$ cat src/rtl/i8080_bus_ctrl_pkg.sv
// Shared constants for the i8080 system-bus controller:
// status bit positions, cycle types, FSM states, RST opcode base.
package i8080_bus_ctrl_pkg;

    localparam int STATUS_INTA = 0;
    localparam int STATUS_OUT  = 4;
    localparam int STATUS_INP  = 6;
    localparam int STATUS_MEMR = 7;

    localparam logic [7:0] RST_OPCODE = 8'hC7;

    typedef enum logic [1:0] {
        CYC_MEM,
        CYC_INP,
        CYC_OUT,
        CYC_INTA
    } cyc_t;

    typedef enum logic [1:0] {
        S_IDLE,
        S_WAIT,
        S_ACCESS
    } state_t;

    // INTA outranks IO; anything without an IO/INTA bit is a memory cycle.
    function automatic cyc_t cyc_decode(input logic [7:0] st);
        if (st[STATUS_INTA])
            return CYC_INTA;
        else if (st[STATUS_INP])
            return CYC_INP;
        else if (st[STATUS_OUT])
            return CYC_OUT;
        else
            return CYC_MEM;
    endfunction

endpackage

$ cat src/rtl/i8080_bus_ctrl_wait_timer.sv
// Wait-state timer: 4-bit counter loaded at sync and
// decremented while waiting; done when it reaches zero.
module i8080_bus_ctrl_wait_timer (
    input  logic       clk,
    input  logic       rst,
    input  logic       load,
    input  logic [3:0] load_val,
    input  logic       dec,
    output logic       done
);

    logic [3:0] cnt_q;
    logic [3:0] cnt_d;

    // Load wins over decrement; the counter never wraps below zero.
    always_comb begin
        cnt_d = cnt_q;
        if (load)
            cnt_d = load_val;
        else if (dec && cnt_q != 4'd0)
            cnt_d = cnt_q - 4'd1;
    end

    // Counter register.
    always_ff @(posedge clk or posedge rst) begin
        if (rst)
            cnt_q <= 4'd0;
        else
            cnt_q <= cnt_d;
    end

    assign done = (cnt_q == 4'd0);

endmodule

$ cat src/rtl/i8080_bus_ctrl.sv
// i8080 system-bus controller: status latch, cycle decode, chip selects,
// strobes and wait states. Define I8080_BUS_IRQ_EN for RST-n interrupt support.
module i8080_bus_ctrl
    import i8080_bus_ctrl_pkg::*;
#(
    parameter int XLEN        = 8,
    parameter int NUM_REGIONS = 2,
    parameter int REGION_BITS = 13,
    parameter int MEM_WAIT    = 0,
    parameter int IO_WAIT     = 1
) (
    input  logic                   clk,
    input  logic                   rst,
    input  logic                   sync,
    input  logic                   dbin,
    input  logic                   write_n,
    input  logic [2*XLEN-1:0]      addr,
    input  logic [XLEN-1:0]        data_in,
    output logic                   ready,
    output logic [NUM_REGIONS-1:0] mem_cs,
    output logic                   mem_oe,
    output logic                   mem_we,
    output logic [XLEN-1:0]        io_port,
    output logic                   io_rd,
    output logic                   io_wr,
    output logic                   inta,
    output logic                   bus_err,
    input  logic                   irq_req,
    input  logic [2:0]             irq_vec,
    output logic                   int_out,
    output logic                   vec_drive,
    output logic [XLEN-1:0]        vec_data
);

    localparam int AW = 2 * XLEN;
    localparam logic [3:0] MW = 4'(MEM_WAIT);
    localparam logic [3:0] IW = 4'(IO_WAIT);

    state_t          state_q, state_d;
    logic [XLEN-1:0] status_q, status_d;
    logic [XLEN-1:0] io_port_q, io_port_d;
    logic            err_q, err_d;

    cyc_t            cyc;
    cyc_t            new_cyc;
    logic [3:0]      new_waits;
    logic            accept;
    logic            t_load;
    logic [3:0]      t_val;
    logic            t_done;
    logic            busy;
    logic [AW-1:0]   region;

    assign new_cyc   = cyc_decode(data_in[7:0]);
    assign new_waits = (new_cyc == CYC_INP || new_cyc == CYC_OUT) ? IW : MW;
    assign accept    = sync && (state_q != S_WAIT);
    assign cyc       = cyc_decode(status_q[7:0]);
    assign busy      = (state_q != S_IDLE);
    assign region    = addr >> REGION_BITS;

    i8080_bus_ctrl_wait_timer u_timer (
        .clk      (clk),
        .rst      (rst),
        .load     (t_load),
        .load_val (t_val),
        .dec      (state_q == S_WAIT),
        .done     (t_done)
    );

    // Next state: accept sync outside S_WAIT, flag it as an error inside.
    always_comb begin
        state_d   = state_q;
        status_d  = status_q;
        io_port_d = io_port_q;
        err_d     = err_q;
        t_load    = 1'b0;
        t_val     = 4'd0;
        unique case (state_q)
            S_IDLE, S_ACCESS: begin
                if (sync) begin
                    status_d  = data_in;
                    io_port_d = addr[XLEN-1:0];
                    if (new_waits != 4'd0) begin
                        state_d = S_WAIT;
                        t_load  = 1'b1;
                        t_val   = new_waits - 4'd1;
                    end else begin
                        state_d = S_ACCESS;
                    end
                end
            end
            S_WAIT: begin
                if (sync)
                    err_d = 1'b1;
                if (t_done)
                    state_d = S_ACCESS;
            end
            default: state_d = S_IDLE;
        endcase
    end

    // Bus state registers.
    always_ff @(posedge clk or posedge rst) begin
        if (rst) begin
            state_q   <= S_IDLE;
            status_q  <= '0;
            io_port_q <= '0;
            err_q     <= 1'b0;
        end else begin
            state_q   <= state_d;
            status_q  <= status_d;
            io_port_q <= io_port_d;
            err_q     <= err_d;
        end
    end

    // Strobes: chip select follows the cycle; data strobes wait for ready.
    always_comb begin
        mem_cs = '0;
        for (int i = 0; i < NUM_REGIONS; i++)
            mem_cs[i] = busy && (cyc == CYC_MEM) && (region == AW'(i));
        ready  = (state_q != S_WAIT);
        mem_oe = (|mem_cs) && dbin && ready;
        mem_we = (|mem_cs) && !write_n && ready;
        io_rd  = busy && (cyc == CYC_INP) && dbin && ready;
        io_wr  = busy && (cyc == CYC_OUT) && !write_n && ready;
        inta   = busy && (cyc == CYC_INTA);
    end

    assign io_port = io_port_q;
    assign bus_err = err_q;

`ifdef I8080_BUS_IRQ_EN
    logic irq_q, irq_d;
    logic pend_q, pend_d;
    logic served_q, served_d;

    assign vec_drive = inta && dbin;
    assign vec_data  = vec_drive ?
        XLEN'(RST_OPCODE | {2'b00, irq_vec, 3'b000}) : '0;
    assign int_out   = pend_q;

    // Pending clears on the sync after a served INTA; a new edge wins.
    always_comb begin
        irq_d    = irq_req;
        served_d = served_q;
        pend_d   = pend_q;
        if (accept)
            served_d = 1'b0;
        else if (vec_drive)
            served_d = 1'b1;
        if (accept && served_q)
            pend_d = 1'b0;
        if (irq_req && !irq_q)
            pend_d = 1'b1;
    end

    // Interrupt request registers.
    always_ff @(posedge clk or posedge rst) begin
        if (rst) begin
            irq_q    <= 1'b0;
            pend_q   <= 1'b0;
            served_q <= 1'b0;
        end else begin
            irq_q    <= irq_d;
            pend_q   <= pend_d;
            served_q <= served_d;
        end
    end
`else
    logic unused_irq;
    assign unused_irq = ^{irq_req, irq_vec, accept};
    assign int_out    = 1'b0;
    assign vec_drive  = 1'b0;
    assign vec_data   = '0;
`endif

endmodule

$ cat config.mk
export PLATFORM = sky130hd
export DESIGN_NAME = i8080_bus_ctrl
export DESIGN_NICKNAME = d
export VERILOG_FILES = /design/src/rtl/i8080_bus_ctrl_pkg.sv /design/src/rtl/i8080_bus_ctrl_wait_timer.sv /design/src/rtl/i8080_bus_ctrl.sv
export SDC_FILE = /design/constraint.sdc
export NUM_CORES = 1
export LEC_CHECK = 0
export BUFFER_PORTS_ARGS = -buffer_cell sky130_fd_sc_hd__clkbuf_2
export CORE_AREA = 2 2 54 56
export DETAILED_ROUTE_END_ITERATION = 16
export DIE_AREA = 0 0 56 58
export PLACE_DENSITY = 0.71
export SETUP_SLACK_MARGIN = 0.02
export SYNTH_ARGS = -nofsm -noshare
export SYNTH_HDL_FRONTEND = slang
export SYNTH_SLANG_ARGS = --single-unit
$ cat constraint.sdc
create_clock -name clk -period 1.4 [get_ports clk]
set_input_delay 0.28 -clock clk [delete_from_list [all_inputs] [get_ports clk]]
set_output_delay 0.28 -clock clk [all_outputs]
set_load 0.05 [all_outputs]
# Yosys cells after proc, flatten, opt, wreduce, memory -nomap -nowiden
# Cells that the tools add are included.
[classes] mux=19 add_sub_neg=2 n_eq_ne=11 n_reduce_logical=30
[op_table] operator="$mux 4" count=5
[op_table] operator="$mux 2" count=9
[op_table] operator="$logic_not 16->1" count=1
[op_table] operator="$logic_and 1x1->1" count=15
[op_table] operator="$eq 2x2->1 const B" count=4
[op_table] operator="$reduce_bool 4->1" count=2
[op_table] operator="$eq 2x1->1 const B" count=3
[op_table] operator="$reduce_and 2->1" count=3
[op_table] operator="$logic_not 2->1" count=2
[op_table] operator="$logic_not 4->1" count=1
[op_table] operator="$mux 1" count=4
[op_table] operator="$ne 2x2->1 const B" count=2
[op_table] operator="$pmux 2 s2" count=1
[op_table] operator="$reduce_bool 2->1" count=2
[op_table] operator="$reduce_or 2->1" count=2
[op_table] operator="$sub 4x1->4 const B" count=1
[op_table] operator="$eq 3x1->1 const B" count=1
[op_table] operator="$ne 2x1->1 const B" count=1
[op_table] operator="$sub 1x1->2 const B" count=1
[op_table] operator="$logic_not 1->1" count=1
[op_table] operator="$logic_or 1x1->1" count=1
[totals] word_cells=67 in_bits=33 out_inout_bits=27 ff_bits=22

# Logic depth before layout (Yosys ltp)
[depth] word_depth=11 depth_mapped=6 ltp_nobuf=5

# Hierarchy
# A second synthesis with hierarchy kept.
[unflattened] hier_cells=89 hier_area_um2=985.9
[modules_own_cells] mod="i8080_bus_ctrl" seq_area_each_um2=350.3 n_inst=1 cells_each=61 area_per_inst_um2=724.4
[modules_own_cells] mod="i8080_bus_ctrl_wait_timer" seq_area_each_um2=100.1 n_inst=1 cells_each=28 area_per_inst_um2=261.5

# Worst setup path before layout
# OpenSTA, ideal clock, no wires.
[synth_timing] path_kind="register -> output" start="reg status_q[4]" end="out mem_cs[0]" path_stages_with_launch=3 n_path_buf=0 setup_slack_ps=-741 required_time_ps=1120 arrival_time_ps=1861 path_cell_list="dfrtp_1 > or4_4 > nor4_2"
[synth_between] elab_chain_cells=6
[synth_rtl] item="start, declared" line_no="i8080_bus_ctrl.sv:40" rtl="logic [XLEN-1:0] status_q, status_d;"
[synth_rtl] item="start signal, assigned" line_no="i8080_bus_ctrl.sv:111" rtl="status_q <= status_d;"
[synth_rtl] item="$mux 2" line_no="i8080_bus_ctrl_pkg.sv:31" rtl="else if (st[STATUS_OUT])"
[synth_rtl] item="$mux 2" line_no="i8080_bus_ctrl_pkg.sv:29" rtl="else if (st[STATUS_INP])"
[synth_rtl] item="$mux 2" line_no="i8080_bus_ctrl_pkg.sv:27" rtl="if (st[STATUS_INTA])"
[synth_rtl] item="$logic_not 2->1" line_no="i8080_bus_ctrl.sv:121" rtl="mem_cs[i] = busy && (cyc == CYC_MEM) && (region == AW'(i));"
[synth_rtl] item="$logic_and 1x1->1 (2 in a row)" line_no="i8080_bus_ctrl.sv:121"
[synth_rtl] item="end, declared" line_no="i8080_bus_ctrl.sv:20" rtl="output logic [NUM_REGIONS-1:0] mem_cs,"
# Every way passes these cells.

# Final worst setup path
[layout_timing] start="reg status_q[6]" end="out mem_cs[1]"
[layout_between] elab_chain_cells=5
[layout_rtl] item="$mux 2" line_no="i8080_bus_ctrl_pkg.sv:29"
[layout_rtl] item="$mux 2" line_no="i8080_bus_ctrl_pkg.sv:27"
[layout_rtl] item="$logic_not 2->1" line_no="i8080_bus_ctrl.sv:121"
[layout_rtl] item="$logic_and 1x1->1 (2 in a row)" line_no="i8080_bus_ctrl.sv:121"
# Every way passes these cells.

==> impl_results.md <==
* TritonCTS Buffers at 3
* Drt first pass iters at 3
* Worst Path Required at 1.12 ns
* CP max-delay cell: or4_4
* Final instance area at ~0.0015 sq mm
* Fraction of layout cells with a size suffix above 1 at between 60% and 70%
* Final setup skew at 0.002728 ns
* Clock root buffer: clkbuf_4
* Violated checks: setup timing
* CP delay by family, top: simple AND/OR/NAND/NOR gates
* Most common cell after layout, fill and taps aside: clkbuf_2
* First-pass GRT wire length at approximately 3200 um
* Placed inst area at around 0.0012 sq mm
* Most frequent cells in the layout: 27 x clkbuf_2, 18 x dfrtp_1, 15 x buf_4, 11 x mux2_2, 10 x conb_1
* Total congestion overflow at 0
* #FFs+latches synth at 18
* Compound-cell area share of the yosys netlist at a little over a tenth
* Hpwl dp at 1439 um
* Initial Util at 35.15%
* Min-delay worst type: input pin to register
* Critical setup path kind: register to output pin
* Sequential area share after synthesis at around 48%
* Largest net degree at the start of global routing at 19
* Fin crit period at 1.938 ns
* DRT Wirelength at ~1900 um
* Ys async rst share at 100.0%
* Setup TNS at -2.637 ns
* Pwr Density at between 1500 and 2000 mW/mm^2
* Fmax at between 0.5 and 0.6 GHz
* DIE HEIGHT at 58 um
* Status: finished with violations
* LEAKAGE at around 0.71 nW
* CTS H-tree depth at 1
* CTS tree: built
* Vias in the first global route at around 760
* EDFF count, synth at 0
* Hold Fails Final Rpt at 0
* Final worst slack at -0.5381 ns
* XOR/XNOR Fraction of Synth Area at 0%
* CP Data Arrival Time at 1.66 ns
* Via density at about 4.6
* Clock-pin slew on the worst setup and hold paths at approximately 0.090 ns
* IO Pins at 60
* Number of clock sinks at 18
* Top cell type's share of synthesized area at 48.13%
* Main combinational cell family by area after synthesis: simple AND/OR/NAND/NOR gates
* Max FO, Critical Path at 4
* Multiplexer share of the synthesized area at 13.24%
* Cell accounting for the most synthesized area: dfrtp_1
* Area grow syn2layout at 57.49%
* Hold_ws at approximately 0.23 ns
* Synthesized instance count at a little over 80
* DRT antenna net count at 0
* Cell breakdown of the critical path: or4_4 -> nor4b_4 -> clkbuf_8
* Placement Rows at 19
* Library cells used by synthesis at 31
* DRT iter0 DRCs at 13
* Simple-Gate Fraction of Synth Area at roughly 15%
* Synth Flop Type: dfrtp_1
* DR vias at about 780
* Largest cells by area after synthesis: dfrtp_1 48%, mux2_2 13%, buf_4 8.0%
* Global placement routability congestion at 0.7484
* # fillers at about 250
* Core box area at roughly 0.0027 sq mm
* Die ar. at about 0.0032 sq mm
* NumNets Final at between 150 and 200
* Port Buffers at 35
* Max stage delay on crit path at 0.54 ns
* Number of max-cap violations at 0
* DR WL/cell at approximately 11 um
* Maximum vdd ir drop at approximately 1.0 mV
* Multi-input logic area at around 500 sq um
* Gr usage total at 12.14%
* Antenna Cells at 0
* Sequential cell area at 450.4 sq um
* Chip width at ~56 um
* Clock buffer depth at 2
* Synth Cell Area at around 940 sq um
* Drt drc at 0
* Mean Syn Cell Area at roughly 11 sq um
* Clock latency at the later pin of the worst-skew pair at between 0.2 and 0.3 ns
* Crit share post-route at 138.4%
* Unrepaired setup endpoints after global routing: true
* CP endpoint kind: output pin
* CP Buf/Inv Count at 1
* Startpoint Class: register
* Antenna violations before repair at 0
* Setup-failing EPs final at 8
* Yosys warns at 0
* Area share of fa/ha/maj cells after synthesis at ~1.3%
* Max Slew Vio Count at 0
-- flip-flops by register name (all words and copies together), names as in the netlist --
name           count
state_q            2
io_port            8
u_timer.cnt_q      4
status_q           3
bus_err            1
-- cell usage after synthesis (2+ instances only) --
cell type / count
a21oi_1: 2
inv_1: 5
mux2_2: 11
buf_2: 3
nor2b_1: 4
buf_4: 10
nor2_1: 4
a21o_1: 3
dfrtp_1: 18
-- layer usage --
metal  GRT usage [%]  wire [um]
met3           2.455         93
met4           5.442         29
met2           22.86       1064
met1           13.12        719
met5               0          0
-- final timing paths --
path / startpoint / end / slack (ns) / cells past startpoint
max reg2reg: u_timer.cnt_q[0] / u_timer.cnt_q[0] / 0.02 / 5
min reg2reg: bus_err / bus_err / 0.46 / 1
max: status_q[6] / mem_cs[1] / -0.54 / 3
min in group asynchronous: rst / u_timer.cnt_q[0] / 0.54 / 4
max in group asynchronous: rst / status_q[4] / 0.67 / 4
min: addr[4] / io_port[4] / 0.23 / 2
-- report_power, final --
| part | switching, mW | leakage [nW] | internal (mW) | total [mW] |
|---|---|---|---|---|
| clock | 0.141 | 0.0138 | 0.0996 | 0.241 |
| combinational | 0.744 | 0.476 | 0.569 | 1.31 |
| sequential | 0.0908 | 0.218 | 0.651 | 0.741 |
-- cell families after synthesis --
logic type	count (synthesis)
AND/OR/NAND/NOR	20
multiplexers	11
other	1
flip-flops	18
AO/OA/AOI/OAI	13
adder cells (fa/ha/maj)	1
buffers and inverters	18
-- stage by stage --
stage | power [mW] | worst slack (ns) | util [%] | cells
2_1_floorplan | 1.587 | -0.4650 | - | 91
3_3_place_gp | 1.780 | -0.3436 | 45.54 | 155
3_5_place_dp | 1.814 | -0.3694 | 45.54 | 155
4_1_cts | 2.238 | -0.5940 | 53.05 | 162
5_1_grt | 2.440 | -0.6133 | 55.36 | 167
6_report | 2.296 | -0.5381 | 55.36 | 167
-- cell type report --
cell class,instances,area share (%)
Multi-Input combinational cell,55,34.21
Sequential cell,18,30.56
Timing Repair Buffer,55,29.80
Tap cell,31,2.632
Clock buffer,3,1.528
Inverter,5,1.273
-- repair_timing --
| item | CTS | global route |
|---|---|---|
| endpoints found under the setup margin | 11 | 11 |
| endpoints found under the hold margin | 18 | 0 |
| setup buffers | 3 | 5 |
| pin swaps | 5 | 5 |
| resized for setup | 32 | 7 |
| hold buffers | 1 | 0 |
No activity file was read; power rests on OpenSTA's default activity.
